`src/rtl/ram_load_pkg.sv`:
```
// ram_load_pkg: shared state encoding and default widths for the RAM load arbiter.
// Optional checksum accumulator is enabled with RAM_LOAD_CHECKSUM_EN.
package ram_load_pkg;
  localparam int LD_ADDR_W = 13;
  localparam int LD_DATA_W = 32;

  typedef enum logic [1:0] {
    LD_IDLE = 2'd0,
    LD_HOLD = 2'd1,
    LD_LOAD = 2'd2,
    LD_DONE = 2'd3
  } ld_state_e;
endpackage

```
`src/rtl/ram_load_arbiter_if.sv`:
```
// ram_load_arbiter_if: CPU, host loader and RAM port bundle.
// slave = arbiter side, master = CPU/host/RAM side.
interface ram_load_arbiter_if #(
  parameter int ADDR_W = ram_load_pkg::LD_ADDR_W,
  parameter int DATA_W = ram_load_pkg::LD_DATA_W
);
  logic [ADDR_W-1:0] i_cpu_addr;
  logic [DATA_W-1:0] i_cpu_wdata;
  logic              i_cpu_wen;
  logic [DATA_W-1:0] o_cpu_rdata;
  logic              o_cpu_hold;
  logic              i_ld_start;
  logic [ADDR_W-1:0] i_ld_base;
  logic [ADDR_W:0]   i_ld_len;
  logic              i_ld_valid;
  logic [DATA_W-1:0] i_ld_data;
  logic              o_ld_ready;
  logic              o_ld_busy;
  logic              o_ld_done;
  logic [ADDR_W-1:0] o_ram_addr;
  logic [DATA_W-1:0] o_ram_wdata;
  logic              o_ram_wen;
  logic [DATA_W-1:0] i_ram_rdata;

  modport slave (
    input  i_cpu_addr, i_cpu_wdata, i_cpu_wen,
    output o_cpu_rdata, o_cpu_hold,
    input  i_ld_start, i_ld_base, i_ld_len,
    input  i_ld_valid, i_ld_data,
    output o_ld_ready, o_ld_busy, o_ld_done,
    output o_ram_addr, o_ram_wdata, o_ram_wen,
    input  i_ram_rdata
  );

  modport master (
    output i_cpu_addr, i_cpu_wdata, i_cpu_wen,
    input  o_cpu_rdata, o_cpu_hold,
    output i_ld_start, i_ld_base, i_ld_len,
    output i_ld_valid, i_ld_data,
    input  o_ld_ready, o_ld_busy, o_ld_done,
    input  o_ram_addr, o_ram_wdata, o_ram_wen,
    output i_ram_rdata
  );
endinterface

```
`src/rtl/ram_load_ctr.sv`:
```
// ram_load_ctr: load address and remaining-word counter pair.
// Address wraps modulo 2^ADDR_W; remaining count is ADDR_W+1 bits.
module ram_load_ctr #(
  parameter int ADDR_W = ram_load_pkg::LD_ADDR_W
) (
  input  logic              clk,
  input  logic              reset,
  input  logic              i_load,
  input  logic [ADDR_W-1:0] i_base,
  input  logic [ADDR_W:0]   i_len,
  input  logic              i_inc,
  output logic [ADDR_W-1:0] o_addr,
  output logic              o_rem_zero,
  output logic              o_rem_one
);
  logic [ADDR_W-1:0] r_addr;
  logic [ADDR_W:0]   r_rem;

  // latch base/length on start, step once per accepted word
  always_ff @(posedge clk or negedge reset) begin
    if (!reset) begin
      r_addr <= '0;
      r_rem  <= '0;
    end else if (i_load) begin
      r_addr <= i_base;
      r_rem  <= i_len;
    end else if (i_inc) begin
      r_addr <= r_addr + 1'b1;
      r_rem  <= r_rem - 1'b1;
    end
  end

  assign o_addr     = r_addr;
  assign o_rem_zero = (r_rem == '0);
  assign o_rem_one  = (r_rem == (ADDR_W+1)'(1));
endmodule

```
`src/rtl/ram_load_arbiter.sv`:
```
// ram_load_arbiter: shares the data-RAM port between the CPU and a host loader.
// Define RAM_LOAD_CHECKSUM_EN to add the o_ld_checksum accumulator output.
module ram_load_arbiter
  import ram_load_pkg::*;
#(
  parameter int ADDR_W      = LD_ADDR_W,
  parameter int DATA_W      = LD_DATA_W,
  parameter int HOLD_CYCLES = 2
) (
  input  logic                  clk,
  input  logic                  reset,
  ram_load_arbiter_if.slave     bus
`ifdef RAM_LOAD_CHECKSUM_EN
  ,
  output logic [DATA_W-1:0]     o_ld_checksum
`endif
);
  localparam logic [3:0] HC_INIT = 4'(HOLD_CYCLES - 1);

  ld_state_e         r_state;
  ld_state_e         w_next;
  logic [3:0]        r_hold_cnt;
  logic              w_start;
  logic              w_hs;
  logic [ADDR_W-1:0] w_addr;
  logic              w_rem_zero;
  logic              w_rem_one;

  assign w_start = (r_state == LD_IDLE) && bus.i_ld_start;
  assign w_hs    = (r_state == LD_LOAD) && bus.i_ld_valid;

  ram_load_ctr #(.ADDR_W(ADDR_W)) u_ctr (
    .clk        (clk),
    .reset      (reset),
    .i_load     (w_start),
    .i_base     (bus.i_ld_base),
    .i_len      (bus.i_ld_len),
    .i_inc      (w_hs),
    .o_addr     (w_addr),
    .o_rem_zero (w_rem_zero),
    .o_rem_one  (w_rem_one)
  );

  // state register
  always_ff @(posedge clk or negedge reset) begin
    if (!reset) r_state <= LD_IDLE;
    else        r_state <= w_next;
  end

  // drain-interval counter, armed on start
  always_ff @(posedge clk or negedge reset) begin
    if (!reset)
      r_hold_cnt <= '0;
    else if (w_start)
      r_hold_cnt <= HC_INIT;
    else if (r_state == LD_HOLD && r_hold_cnt != '0)
      r_hold_cnt <= r_hold_cnt - 1'b1;
  end

  // next state and RAM port mux
  always_comb begin
    w_next          = r_state;
    bus.o_cpu_hold  = 1'b0;
    bus.o_ld_busy   = 1'b0;
    bus.o_ld_ready  = 1'b0;
    bus.o_ld_done   = 1'b0;
    bus.o_ram_addr  = bus.i_cpu_addr;
    bus.o_ram_wdata = bus.i_cpu_wdata;
    bus.o_ram_wen   = bus.i_cpu_wen;
    unique case (r_state)
      LD_IDLE: begin
        if (bus.i_ld_start) w_next = LD_HOLD;
      end
      LD_HOLD: begin
        bus.o_cpu_hold = 1'b1;
        bus.o_ld_busy  = 1'b1;
        bus.o_ram_wen  = 1'b0;
        if (r_hold_cnt == '0)
          w_next = w_rem_zero ? LD_DONE : LD_LOAD;
      end
      LD_LOAD: begin
        bus.o_cpu_hold  = 1'b1;
        bus.o_ld_busy   = 1'b1;
        bus.o_ld_ready  = 1'b1;
        bus.o_ram_addr  = w_addr;
        bus.o_ram_wdata = bus.i_ld_data;
        bus.o_ram_wen   = bus.i_ld_valid;
        if (w_hs && w_rem_one) w_next = LD_DONE;
      end
      LD_DONE: begin
        bus.o_cpu_hold = 1'b1;
        bus.o_ld_busy  = 1'b1;
        bus.o_ld_done  = 1'b1;
        bus.o_ram_wen  = 1'b0;
        w_next         = LD_IDLE;
      end
    endcase
  end

  assign bus.o_cpu_rdata = bus.i_ram_rdata;

`ifdef RAM_LOAD_CHECKSUM_EN
  logic [DATA_W-1:0] r_csum;

  // running sum of accepted load words
  always_ff @(posedge clk or negedge reset) begin
    if (!reset)      r_csum <= '0;
    else if (w_start) r_csum <= '0;
    else if (w_hs)    r_csum <= r_csum + bus.i_ld_data;
  end

  assign o_ld_checksum = r_csum;
`endif
endmodule
```
`src/flat_wrapper.sv`:
```
// flat-port wrapper written by rule: the top's interface ports become plain ports
module ram_load_arbiter_flat import ram_load_pkg::*;
#(
  parameter int ADDR_W      = LD_ADDR_W,
  parameter int DATA_W      = LD_DATA_W,
  parameter int HOLD_CYCLES = 2
)
  (clk, reset, bus_i_cpu_addr, bus_i_cpu_wdata, bus_i_cpu_wen, bus_o_cpu_rdata, bus_o_cpu_hold, bus_i_ld_start, bus_i_ld_base, bus_i_ld_len, bus_i_ld_valid, bus_i_ld_data, bus_o_ld_ready, bus_o_ld_busy, bus_o_ld_done, bus_o_ram_addr, bus_o_ram_wdata, bus_o_ram_wen, bus_i_ram_rdata);
  ram_load_arbiter_if #(.ADDR_W(ADDR_W), .DATA_W(DATA_W)) bus_i ();
  input  logic clk;
  input  logic reset;
  input wire logic [$bits(bus_i.i_cpu_addr)-1:0] bus_i_cpu_addr;
  input wire logic [$bits(bus_i.i_cpu_wdata)-1:0] bus_i_cpu_wdata;
  input wire logic [$bits(bus_i.i_cpu_wen)-1:0] bus_i_cpu_wen;
  output wire logic [$bits(bus_i.o_cpu_rdata)-1:0] bus_o_cpu_rdata;
  output wire logic [$bits(bus_i.o_cpu_hold)-1:0] bus_o_cpu_hold;
  input wire logic [$bits(bus_i.i_ld_start)-1:0] bus_i_ld_start;
  input wire logic [$bits(bus_i.i_ld_base)-1:0] bus_i_ld_base;
  input wire logic [$bits(bus_i.i_ld_len)-1:0] bus_i_ld_len;
  input wire logic [$bits(bus_i.i_ld_valid)-1:0] bus_i_ld_valid;
  input wire logic [$bits(bus_i.i_ld_data)-1:0] bus_i_ld_data;
  output wire logic [$bits(bus_i.o_ld_ready)-1:0] bus_o_ld_ready;
  output wire logic [$bits(bus_i.o_ld_busy)-1:0] bus_o_ld_busy;
  output wire logic [$bits(bus_i.o_ld_done)-1:0] bus_o_ld_done;
  output wire logic [$bits(bus_i.o_ram_addr)-1:0] bus_o_ram_addr;
  output wire logic [$bits(bus_i.o_ram_wdata)-1:0] bus_o_ram_wdata;
  output wire logic [$bits(bus_i.o_ram_wen)-1:0] bus_o_ram_wen;
  input wire logic [$bits(bus_i.i_ram_rdata)-1:0] bus_i_ram_rdata;
  assign bus_i.i_cpu_addr = bus_i_cpu_addr;
  assign bus_i.i_cpu_wdata = bus_i_cpu_wdata;
  assign bus_i.i_cpu_wen = bus_i_cpu_wen;
  assign bus_o_cpu_rdata = bus_i.o_cpu_rdata;
  assign bus_o_cpu_hold = bus_i.o_cpu_hold;
  assign bus_i.i_ld_start = bus_i_ld_start;
  assign bus_i.i_ld_base = bus_i_ld_base;
  assign bus_i.i_ld_len = bus_i_ld_len;
  assign bus_i.i_ld_valid = bus_i_ld_valid;
  assign bus_i.i_ld_data = bus_i_ld_data;
  assign bus_o_ld_ready = bus_i.o_ld_ready;
  assign bus_o_ld_busy = bus_i.o_ld_busy;
  assign bus_o_ld_done = bus_i.o_ld_done;
  assign bus_o_ram_addr = bus_i.o_ram_addr;
  assign bus_o_ram_wdata = bus_i.o_ram_wdata;
  assign bus_o_ram_wen = bus_i.o_ram_wen;
  assign bus_i.i_ram_rdata = bus_i_ram_rdata;
  ram_load_arbiter #(.ADDR_W(ADDR_W), .DATA_W(DATA_W), .HOLD_CYCLES(HOLD_CYCLES)) u_core (.clk(clk), .reset(reset), .bus(bus_i));
endmodule
```
`config.mk`:
```
export PLATFORM = sky130hd
export DESIGN_NAME = ram_load_arbiter_flat
export DESIGN_NICKNAME = d
export VERILOG_FILES = /design/src/rtl/ram_load_pkg.sv /design/src/rtl/ram_load_arbiter_if.sv /design/src/rtl/ram_load_ctr.sv /design/src/rtl/ram_load_arbiter.sv /design/src/flat_wrapper.sv
export SDC_FILE = /design/constraint.sdc
export NUM_CORES = 1
export LEC_CHECK = 0
export ABC_AREA = 1
export BUFFER_PORTS_ARGS = -buffer_cell sky130_fd_sc_hd__buf_2
export CAP_MARGIN = 20
export CORE_MARGIN = 2
export CORE_UTILIZATION = 45
export CTS_CLUSTER_SIZE = 20
export DETAILED_ROUTE_END_ITERATION = 6
export GPL_TIMING_DRIVEN = 0
export HOLD_SLACK_MARGIN = 0.08
export PLACE_DENSITY = 0.95
export SYNTH_ARGS = -nofsm -noshare
export SYNTH_HDL_FRONTEND = slang
export SYNTH_HIERARCHICAL = 1
export SYNTH_SLANG_ARGS = --single-unit
```
`constraint.sdc`:
```
create_clock -name clk -period 4.5 [get_ports clk]
set_input_delay 0.225 -clock clk [delete_from_list [all_inputs] [get_ports clk]]
set_output_delay 0.225 -clock clk [all_outputs]
set_load 0.02 [all_outputs]
```
==> summary.json <==
{
  "detailed_routing": {
    "drt_pass1_iterations": 5,
    "routed-via-count": 3331,
    "detailed_route_iter0_violations": 185,
    "route.antenna.remaining_nets": 0,
    "routed_via_density": 4.94,
    "drcViolationCount": 0,
    "wire_per_inst_um": 14.8,
    "detail_route.wirelength_mm": 9.99
  },
  "synth": {
    "synth_compound_gate_area_share_pct": 8.62,
    "syn_area_per_cell_um2": 8.31,
    "syn-cell-area_mm2": 0.00315,
    "synth_sequential_area_ratio_pct": 26.2,
    "combinational_family_with_the_most_area_after_synthesis": "simple AND/OR/NAND/NOR gates",
    "synth-adder-area-share_pct": 3.97,
    "ys_seq_elements": 33,
    "syn_inst": 379,
    "synthSimpleGateAreaFrac_pct": 23.4,
    "synthesis_warning_total": 6,
    "syn-num-nets": 530,
    "synthMuxAreaShare_pct": 19.6,
    "synth-xor-area-share_pct": 2.23,
    "post_synth_num_cell_types": 33
  },
  "die": {
    "pin_count": 223,
    "die_height_um": 87.6,
    "fp.coreArea_mm2": 0.00679,
    "die-width_um": 87.6,
    "fp.dieArea_mm2": 0.00768,
    "row_count": 30,
    "initial_utilization_pct": 46.3
  },
  "sta": {
    "grt_setup_unrepaired": "no",
    "setup_total_negative_slack_ns": 0,
    "hold_viol": 0,
    "finalSetupViolCount": 0,
    "postLayoutSetupSlackWorst_ns": 2.28,
    "fmax_mhz": 450,
    "min_period_over_period_pct": 49.4,
    "tightest_slew_ns": 0.788,
    "period_needed_ns": 2.22,
    "clock-skew-final_ns": 0.0152,
    "finalHoldWorstSlack_ns": 0.149,
    "final_max_slew_viol_count": 0,
    "worst_slew_margin_rel_pct": 47.5
  },
  "job": {
    "maxCapViolations": 0
  },
  "clock_network": {
    "clk_pin_slew_worst_paths_ns": 0.07,
    "cts_setup_buffers": 0,
    "ctsHoldBuffers": 1,
    "cts_made_buffers": 5,
    "clock_insertion_delay_worst_skew_ns": 0.29,
    "ctsHtreeMaxLevel": 2,
    "cts_tree": "done",
    "cts_max_path_buffers": 2,
    "sink_count": 33,
    "cts-root-buf": "sky130_fd_sc_hd__clkbuf_8",
    "cts_resized": 0
  },
  "power_and_ir_drop": {
    "power-per-cell-area_mw_per_mm2": 609,
    "max-vdd-ir-drop_uv": 228,
    "cellLeakagePower_nw": 2.40
  },
  "place": {
    "place.detailed.instances": 665,
    "detailed_place_hpwl_mm": 8.02,
    "total_of_buffers_placed_on_input_and_output_ports": 190,
    "gp_congestion": 0.897,
    "place_worst_setup_slack_ns": 2.31
  },
  "worst_setup_path": {
    "r2r_cells": 12,
    "worst-endpoint-arrival_ns": 2.40,
    "critPathLaunch": "u_core/r_state[0]",
    "required_ns": 4.67,
    "crit_type": "reg2reg",
    "cp-end-kind": "flip-flop",
    "startpoint_types": "flip-flop",
    "r2r-start": "u_core/r_state[0]",
    "worstPathMaxFanout": 10
  },
  "cells_and_area": {
    "n_antenna_cell": 0,
    "commonest_cells_after_routing_fill_and_taps_aside": "sky130_fd_sc_hd__buf_2 (191), sky130_fd_sc_hd__nand2_1 (89), sky130_fd_sc_hd__buf_4 (34), sky130_fd_sc_hd__dfrtp_1 (33), sky130_fd_sc_hd__inv_1 (31)",
    "final_cells": 674,
    "layout_commonest_cell": "sky130_fd_sc_hd__buf_2",
    "design.final.nets": 728,
    "flow.area_growth_from_synthesis_pct": 38.6,
    "final_core_util_pct": 64.2,
    "final.fill_count": 581,
    "drive_above_1_share_pct": 52.8
  },
  "grt": {
    "grt_start_max_net_pins": 34,
    "grt_antenna_before_repair": 0,
    "grt_use_total_pct": 24.2,
    "globalRoute.totalOverflow": 0,
    "grt_pass1_wl_mm": 14.6,
    "grt_pass1_vias": 3135
  },
  "outcome": {
    "run_status": "finished, final reports clean"
  },
  "hold_path": {
    "hold_path_startpoint": "bus_i_ld_len[2]",
    "holdCritPathClass": "in2reg",
    "hold_path_depth": 3
  }
}
==> layout make-up <==
type / count / area, µm² / share of cell area (%)
Multi-Input combinational cell: 265 / 1820 / 41.7
Buffer: 45 / 363 / 8.32
Inverter: 36 / 140 / 3.21
Clock buffer: 5 / 68.8 / 1.58
Timing Repair Buffer: 191 / 961 / 22.0
Tap cell: 96 / 120 / 2.75
Clock inverter: 3 / 65.1 / 1.49
Sequential cell: 33 / 826 / 18.9
==> worst paths after layout <==
kind | endpoint | slack (ns)
min | u_core/u_ctr/r_rem[2] | 0.15
max reg2reg | u_core/u_ctr/r_rem[11] | 2.28
max in group asynchronous | u_core/r_state[1] | 3.45
min in group asynchronous | u_core/u_ctr/r_rem[3] | 0.55
min reg2reg | u_core/r_hold_cnt[0] | 0.52
max | u_core/u_ctr/r_rem[11] | 2.28
==> through the flow <==
step / power (mW) / cell area, µm²
final: 2.66 / 4360
after global routing: 2.84 / 4360
after CTS: 2.66 / 4360
after detailed placement: 2.31 / 4220
after global placement: 2.25 / 4220
after floorplan: 1.86 / 3150
==> power breakdown <==
part           total (mW)  leakage (nW)  internal (mW)  switching (mW)
registers           0.606         0.408          0.438           0.167
logic                1.71          1.93          0.730           0.981
clock network       0.339        0.0681          0.220           0.119
total                2.66          2.40           1.39            1.27
==> state kept, by name, indices dropped and copies added, names as in the netlist <==
register	cells
u_core/r_state	2
u_core/u_ctr/o_addr	13
u_core/u_ctr/r_rem	14
u_core/r_hold_cnt	4
==> cell usage after synthesis <==
master / number / area, µm²
sky130_fd_sc_hd__o21bai_1: 1 / 7.51
sky130_fd_sc_hd__nand2_4: 3 / 33.8
sky130_fd_sc_hd__inv_1: 31 / 116
sky130_fd_sc_hd__mux2_2: 16 / 180
sky130_fd_sc_hd__xnor2_1: 4 / 35.0
sky130_fd_sc_hd__mux2_4: 29 / 435
sky130_fd_sc_hd__a21oi_1: 6 / 30.0
sky130_fd_sc_hd__a22oi_1: 16 / 120
sky130_fd_sc_hd__buf_4: 34 / 255
sky130_fd_sc_hd__o21ai_1: 5 / 25.0
sky130_fd_sc_hd__nor3_1: 3 / 15.0
sky130_fd_sc_hd__nand2_2: 2 / 12.5
sky130_fd_sc_hd__clkbuf_1: 2 / 7.51
sky130_fd_sc_hd__clkbuf_8: 2 / 27.5
sky130_fd_sc_hd__nand2_1: 89 / 334
sky130_fd_sc_hd__nand3b_1: 1 / 7.51
sky130_fd_sc_hd__nor2_1: 23 / 86.3
sky130_fd_sc_hd__buf_6: 6 / 67.6
sky130_fd_sc_hd__a21oi_2: 1 / 8.76
sky130_fd_sc_hd__buf_2: 1 / 5.00
sky130_fd_sc_hd__inv_2: 3 / 11.3
sky130_fd_sc_hd__nand4_1: 5 / 31.3
sky130_fd_sc_hd__nand3_1: 27 / 135
sky130_fd_sc_hd__nand3_4: 1 / 17.5
sky130_fd_sc_hd__o211ai_1: 5 / 37.5
sky130_fd_sc_hd__nor2_2: 3 / 18.8
sky130_fd_sc_hd__xor2_1: 4 / 35.0
sky130_fd_sc_hd__ha_1: 10 / 125
sky130_fd_sc_hd__dfrtp_1: 33 / 826
sky130_fd_sc_hd__o21ai_0: 5 / 25.0
sky130_fd_sc_hd__o221ai_1: 2 / 17.5
sky130_fd_sc_hd__nor2_4: 4 / 45.0
sky130_fd_sc_hd__inv_4: 2 / 12.5
==> worst max-delay path, cell delays in order, from the launching register on <==
cell and delay (ns):
sky130_fd_sc_hd__dfrtp_1 0.44, sky130_fd_sc_hd__inv_1 0.13, sky130_fd_sc_hd__ha_1 0.21, sky130_fd_sc_hd__buf_6 0.19
sky130_fd_sc_hd__buf_6 0.21, sky130_fd_sc_hd__nand2_1 0.12, sky130_fd_sc_hd__inv_1 0.17, sky130_fd_sc_hd__inv_2 0.08
sky130_fd_sc_hd__nand2_4 0.10, sky130_fd_sc_hd__inv_2 0.06, sky130_fd_sc_hd__clkbuf_8 0.17, sky130_fd_sc_hd__a22oi_1 0.16
sky130_fd_sc_hd__nand2_1 0.08
==> per-layer routing <==
metal	GRT usage, %	wire length, µm	vias to the layer above
met3	5.00	771	11
met5	0	0	-
met4	3.78	80	0
li1	-	-	1625
met2	46.9	5350	160
met1	27.4	3780	1535
==> kinds of logic (layout without fill, tap and decap cells) <==
logic type / after synthesis / count (layout)
fa+ha+maj: 10 / 10
xor+xnor: 8 / 8
flops: 33 / 33
buf+inv: 81 / 280
mux: 45 / 45
compound gates: 41 / 41
simple gates: 161 / 161
No activity file was read; power rests on OpenSTA's default activity.
